`config.mk`:
```
export PLATFORM = sky130hd
export DESIGN_NAME = sequence_detect_ctrl
export DESIGN_NICKNAME = d
export VERILOG_FILES = /design/src/rtl/sequence_detect_ctrl.sv
export SDC_FILE = /design/constraint.sdc
export NUM_CORES = 1
export LEC_CHECK = 0
export ABC_CLOCK_PERIOD_IN_PS = 2910
export CORE_MARGIN = 2
export CORE_UTILIZATION = 30
export CTS_BUF_LIST = sky130_fd_sc_hd__clkbuf_4
export CTS_CLUSTER_SIZE = 16
export DETAILED_ROUTE_END_ITERATION = 8
export PLACE_DENSITY = 0.54
export SYNTH_ARGS = -nofsm -noshare
export SYNTH_HDL_FRONTEND = slang
export SYNTH_SLANG_ARGS = --single-unit
```
`constraint.sdc`:
```
create_clock -name clk -period 2.91 [get_ports clk]
set_input_delay 0.4365 -clock clk [delete_from_list [all_inputs] [get_ports clk]]
set_output_delay 0.4365 -clock clk [all_outputs]
set_load 0.01 [all_outputs]
```
`src/rtl/sequence_detect_ctrl.sv`:
```
// sequence_detect_ctrl: sequenced serial-pattern detector with per-job config, match flags, saturating count
module sequence_detect_ctrl #(
   parameter int MAX_LEN = 8,
   parameter int CNT_W   = 8,
   parameter int FRAME_W = 8
) (
   input  logic               clk,
   input  logic               rst,
   input  logic               cfg_valid,
   output logic               cfg_ready,
   input  logic [MAX_LEN-1:0] cfg_pattern,
   input  logic [3:0]         cfg_len,
   input  logic               cfg_overlap,
   input  logic [FRAME_W-1:0] cfg_frame,
   input  logic               cfg_abort,
   input  logic               data_valid,
   input  logic               data,
   output logic               flag,
   output logic               busy,
   output logic               done,
   output logic [CNT_W-1:0]   match_cnt
);
   typedef enum logic [1:0] {IDLE, RUN, DONE} state_t;
   localparam logic [3:0] MAX_L = 4'(MAX_LEN);
   state_t             state_q, state_d;
   logic [MAX_LEN-1:0] pat_q, pat_d;
   logic [3:0]         len_q, len_d;
   logic               ovl_q, ovl_d;
   logic [FRAME_W-1:0] frame_q, frame_d;
   logic [MAX_LEN-2:0] hist_q, hist_d;
   logic [3:0]         fill_q, fill_d;
   logic [FRAME_W-1:0] bits_q, bits_d;
   logic [CNT_W-1:0]   cnt_q, cnt_d;
   logic               flag_q, flag_d;
   logic [MAX_LEN-1:0] hist_nx, mask;
   logic [3:0]         fill_nx;
   logic               hit;
   // match evaluation against the history as it will look after the incoming bit
   always_comb begin
      hist_nx = {hist_q, data};
      fill_nx = (fill_q == MAX_L) ? MAX_L : fill_q + 4'd1;
      mask    = ~({MAX_LEN{1'b1}} << len_q);
      hit     = (len_q != 4'd0) && (fill_nx >= len_q) && (((hist_nx ^ pat_q) & mask) == '0);
   end
   // job sequencing: accept config, scan frame bits, pulse done; abort wins over data
   always_comb begin
      state_d = state_q;
      pat_d   = pat_q;
      len_d   = len_q;
      ovl_d   = ovl_q;
      frame_d = frame_q;
      hist_d  = hist_q;
      fill_d  = fill_q;
      bits_d  = bits_q;
      cnt_d   = cnt_q;
      flag_d  = 1'b0;
      case (state_q)
         IDLE: if (cfg_valid) begin
            pat_d   = cfg_pattern;
            len_d   = (cfg_len > MAX_L) ? MAX_L : cfg_len;
            ovl_d   = cfg_overlap;
            frame_d = cfg_frame;
            hist_d  = '0;
            fill_d  = '0;
            bits_d  = '0;
            cnt_d   = '0;
            state_d = (cfg_frame == '0) ? DONE : RUN;
         end
         RUN: if (cfg_abort) begin
            state_d = IDLE;
         end else if (data_valid) begin
            hist_d  = hist_nx[MAX_LEN-2:0];
            fill_d  = (hit && !ovl_q) ? 4'd0 : fill_nx;
            bits_d  = bits_q + 1'b1;
            flag_d  = hit;
            cnt_d   = (hit && cnt_q != '1) ? cnt_q + 1'b1 : cnt_q;
            state_d = (bits_d == frame_q) ? DONE : RUN;
         end
         DONE: state_d = IDLE;
         default: state_d = IDLE;
      endcase
   end
   // state and datapath registers, cleared asynchronously
   always_ff @(posedge clk or negedge rst) begin
      if (!rst) begin
         state_q <= IDLE;
         pat_q   <= '0;
         len_q   <= '0;
         ovl_q   <= 1'b0;
         frame_q <= '0;
         hist_q  <= '0;
         fill_q  <= '0;
         bits_q  <= '0;
         cnt_q   <= '0;
         flag_q  <= 1'b0;
      end else begin
         state_q <= state_d;
         pat_q   <= pat_d;
         len_q   <= len_d;
         ovl_q   <= ovl_d;
         frame_q <= frame_d;
         hist_q  <= hist_d;
         fill_q  <= fill_d;
         bits_q  <= bits_d;
         cnt_q   <= cnt_d;
         flag_q  <= flag_d;
      end
   end
   assign cfg_ready = (state_q == IDLE);
   assign busy      = (state_q == RUN);
   assign done      = (state_q == DONE);
   assign flag      = flag_q;
   assign match_cnt = cnt_q;
endmodule

```
* Word-level counts from Yosys, hierarchy flattened
Index checks and enable logic that the tools add are counted.
** Storage, ports and cells
- Logic and storage cells :: 71
- Input bits :: 27
- Flip-flop bits (word level) :: 51
- Output and inout bits :: 12
** Operators by class
- Eq/ne operators :: 10
- $add $sub $neg :: 3
- Muxes and demuxes :: 28
- Reductions and logical operators :: 14
- $lt $le $gt $ge :: 2
- Bitwise operators :: 3
- Shift operators :: 1
** Operator list (count)
- 8-bit two-way mux :: 6
- 8-bit case mux with 2 select lines :: 2
- 4-bit two-way mux :: 6
- 7-bit two-way mux :: 3
- 8-bit by 1-bit adder with 8-bit output, second input constant :: 2
- 8-bit zero test :: 2
- 7-bit case mux with 2 select lines :: 1
- 2-bit two-way mux :: 5
- 8-bit AND :: 1
- 8-bit == test :: 1
- 8-bit inequality test, second input constant :: 1
- 8-bit NOT :: 1
- 4-bit case mux with 2 select lines :: 1
- 8-bit by 4-bit left shift with 8-bit output, first input constant :: 1
- 8-bit bitwise XOR :: 1
- 2-bit inequality test, second input constant :: 3
- 5-bit AND reduction :: 1
- 4-bit by 1-bit adder with 4-bit output, second input constant :: 1
- 4-bit == test, second input constant :: 1
- 4-bit >= comparator :: 1
- 4-bit > comparator, second input constant :: 1
- 1-bit logical AND :: 4
- 2-bit case mux with 2 select lines :: 1
- 2-bit AND reduction :: 2
- 10 further kinds :: 12

* Longest topological paths before layout
- Depth in word-level cells :: 10
- Gate-level depth with buffers :: 11
- Mapped depth without buffers :: 10

* Worst setup path before layout
Ideal clock, no wire load.
- Path kind :: register to register
- Start :: register fill_q[0]
- End :: register cnt_q[1], in the netlist match_cnt[1]
- Required time :: 2.784 ns
- Setup time :: 0.126 ns
- Buffers on the path :: 0
- Arrival time :: 2.504 ns
- Cell stages (with the launch flop) :: 11
- Setup slack :: 0.280 ns
- Clock period less this slack :: 2.630 ns
- Cell sequence :: dfrtp_1 -> inv_1 -> ha_1 -> nand2_1 -> o21ai_0 -> ha_1 -> nand2b_1 -> a2111oi_0 -> a2111oi_4 -> and2_1 -> a311o_1
** Between the ends
- Cells in the longest elaborated chain, start to end :: 8
- Elaborated cells on any way between the ends :: 9
- Those cells by class :: add/sub: 1; order compare: 1; eq/ne: 2; mux: 1; reduce/logical: 4
** Ends and longest elaborated chain
- start, declared :: line 31 : logic [3:0] fill_q, fill_d;
- start signal, assigned :: line 103 : fill_q <= fill_d;
- 4-bit by 1-bit adder with 4-bit output or 4-bit == test (tied branches) :: line 41 : fill_nx = (fill_q == MAX_L) ? MAX_L : fill_q + 4'd1;
- 4-bit two-way mux (*) :: line 41
- 4-bit >= comparator (*) :: line 43 : hit = (len_q != 4'd0) && (fill_nx >= len_q) && (((hist_nx ^ pat_q) & mask) == '0);
- 1-bit logical AND (*) (2 in series) :: line 43
- 1-bit logical AND (*) :: line 76 : cnt_d = (hit && cnt_q != '1) ? cnt_q + 1'b1 : cnt_q;
- 2-bit by 1-bit inequality test with 1-bit output (no line) (*)
- 5-bit AND reduction (no line) (*)
- end signal, assigned :: line 105 : cnt_q <= cnt_d;
- end, declared :: line 33 : logic [CNT_W-1:0] cnt_q, cnt_d;
Every way passes the cells marked *; elsewhere a longest branch is shown, timed or not.
A chain may end at the register's enable or synchronous reset.

* Worst setup path after layout
Same ends and word-level chain as after synthesis.

==> flow_summary.yaml <==
die:
  num_io_pins: 39
  rows: 35
  die_h_um: 101
  die_w_um: 101
  coreArea_um2: 9200
  start_util: 0.307
  dieArea_um2: 10200
cells_and_area:
  final_common_cell: "dfrtp_1"
  drive_gt1_frac: 0.116
  finalNetCount: 362
  synthToLayoutAreaGrowth_pct: 22.7
  layout_common_cells: "51 x dfrtp_1, 37 x clkdlybuf4s50_1, 35 x nand2_1, 26 x o21ai_0, 19 x mux2_2"
power_and_ir_drop:
  p_comb_frac: 0.360
  p_sw_uw: 824
  sequentialPowerShare: 0.433
  clkPwrFrac: 0.207
  p_int_mw: 1.58
  swShare: 0.343
  power_density_nw_per_um2: 693
  p_leak_nw: 1.44
  ir_worst_vdd_mv: 0.244
sta:
  final.setup_skew_ps: 11.1
  setup_viol: 0
  fin_hold_ws_ps: 519
  period_minus_slack_ps: 2680
  relSlewSlack: 0.698
  slew_viol_final: 0
  hold_viol_final: 0
  timing.final.crit_share: 0.920
  finalSetupTns_ps: 0
  grt_setup_unrepaired: "no"
  timing.fmax_ghz: 0.373
  tightest_slew_ps: 453
setup_path:
  critPathLaunchType: "flop"
  slowest_stage: "dfrtp_1"
  critPathTopFamily: "compound AO/OA/AOI/OAI gates"
  criticalPathCategory: "flop to flop"
  cp.arrival_ps: 2940
  path_cells: "inv_1, ha_1, nand2_1, o21ai_0, ha_1, nand2b_1, a2111oi_0, buf_4, a2111oi_4, and2_1, a311o_1"
  crit_fanout: 5
  timing.critical_path.from: "fill_q[0]"
  cp_common_cell: "ha_1"
  end_kind: "flop"
  crit_buf_inv: 2
  slowest_delay_ps: 440
  cp.required_ps: 3170
  regToRegStartpoint: "fill_q[0]"
detailed_routing:
  routed_wl_um: 6180
  dr.pass1.iters: 4
  viasPerCell: 5.10
  dr.first_iter.drc_count: 89
  post-route-drc-count: 0
  ant_nets: 0
  wl_per_cell_um: 14.0
  via_count: 2244
clocking:
  clock_path_buffers: 2
  cts_num_sinks: 51
  clk_pin_slew_ps: 140
  post-cts-setup-buffers: 0
  cts_inserted_buffers: 5
  cts-htree-levels: 2
  cts-resized-gates: 0
  ctsHoldBuffers: 1
  cts-root-buf: "clkbuf_4"
  clock_latency_ps: 360
  cts_tree: "built"
yosys:
  ys_seq_area_frac: 0.452
  post-synth-top-area-fraction: 0.452
  syn_inst: 284
  synth_seq_cells: 51
  ys_top_cells_by_area: "dfrtp_1 45%, mux2_2 7.6%, nand2_1 4.7%, o21ai_0 4.6%, ha_1 3.5%"
  yosysTopAreaCell: "dfrtp_1"
  yosysUniqueCellTypes: 51
  avgSynthCellArea_um2: 9.94
  synth_edf_count: 0
  synth_flop_cell: "dfrtp_1"
  async_flop_share: 1.00
  yosysWarnings: 0
  synth_nets: 319
  netlist_area_um2: 2820
global_routing:
  gr-usage-all-layers: 0.129
  grt_pass1_vias: 2161
  grt_max_degree: 34
  antenna_found_initial: 1
  grt_pass1_wl_um: 10600
  overflow: 0
run_status:
  status: "complete, no violations"
hold_path:
  hp-class: "input pin to async pin"
place:
  place.gp.congestion: 0.788
  hpwl_um: 4580
  io_buffer_count: 38
job:
  drv_cap: 0
## cells in the mapped netlist, types with 4 or more instances
cell type and n:
a21oi_1 4, nand3_1 9, dfrtp_1 51, inv_1 11, mux2_2 19, o21ai_0 26
xor2_1 11, nand2b_1 11, nor3_1 4, nand2_1 35, ha_1 8, nor2_1 15
xnor2_1 8, nand4_1 6, clkbuf_1 7, nor4_1 4
## routing by layer
layer | share of wire | wire [um] | up-vias | GRT usage
met5 | 0 | 0 | - | 0
met4 | 0.012 | 77 | 0 | 0.0437
met3 | 0.037 | 227 | 6 | 0.0194
met2 | 0.46 | 2860 | 41 | 0.202
met1 | 0.49 | 3010 | 1093 | 0.183
li1 | - | - | 1104 | -
## power by group through the flow
stage	registers [mW]	logic (mW)	clock network [mW]
CTS	1.04	0.880	0.522
detailed placement	1.06	0.876	0
global placement	1.05	0.861	0
finish	1.04	0.864	0.498
floorplan	1.01	0.634	0
global route	1.07	0.978	0.543
## worst register-to-register path, delay by kind of cell, from the launching register on
kind            cells  cell delay [ps]
compound gates      4             1030
buf+inv             2              270
fa+ha+maj           2              440
flops               1              440
simple gates        3              400
## path summary, 6_finish.rpt
path / end / slack [ps] / cells past startpoint
max in group asynchronous: fill_q[0] / 1580 / 3
worst min register to register: bits_q[7] / 520 / 1
worst min-delay path: match_cnt[2] / 520 / 2
worst max-delay path: match_cnt[1] / 230 / 11
worst max register to register: match_cnt[1] / 230 / 11
min in group clk: bits_q[7] / 520 / 1
## sequential cells by signal, summed over array words and instances (netlist names)
name and count:
bits_q 8, fill_q 4, flag 1, frame_q 8, hist_q 7, len_q 4
match_cnt 8, ovl_q 1, pat_q 8, state_q 2
## logic make-up (layout without fill, tap and decap cells)
family / after synthesis / after routing / synth area share
and+or+nand+nor: 100 / 100 / 0.177
AOI/OAI and AO/OA: 62 / 62 / 0.158
DFF: 51 / 51 / 0.452
muxes: 22 / 22 / 0.0864
buffers and inverters: 22 / 66 / 0.0323
xor gates and xnor gates: 19 / 19 / 0.0589
adders and majority gates: 8 / 8 / 0.0354
other: 0 / 1 / 0
## per-stage QoR
| step | instances | setup slack, ps | util | power [mW] | instance area (um2) |
|---|---|---|---|---|---|
| floorplan | 284 | 280 | - | 1.64 | 2820 |
| finish | 440 | 232 | 0.377 | 2.40 | 3470 |
| global placement | 430 | 327 | 0.364 | 1.92 | 3350 |
| detailed placement | 430 | 215 | 0.364 | 1.93 | 3350 |
| global route | 440 | 48.5 | 0.377 | 2.59 | 3470 |
| CTS | 439 | 190 | 0.377 | 2.44 | 3460 |
## cell type report
type                    count  area, um2
clock inverters             2       60.1
diodes                      1       2.50
repair buffers             47        445
flip-flops and latches     51       1280
fillers                   955       5730
clock buffers               6       45.0
well taps                 111        139
multi-input cells         211       1460
inverters                  11       41.3
(Power assumes the default switching activity.)
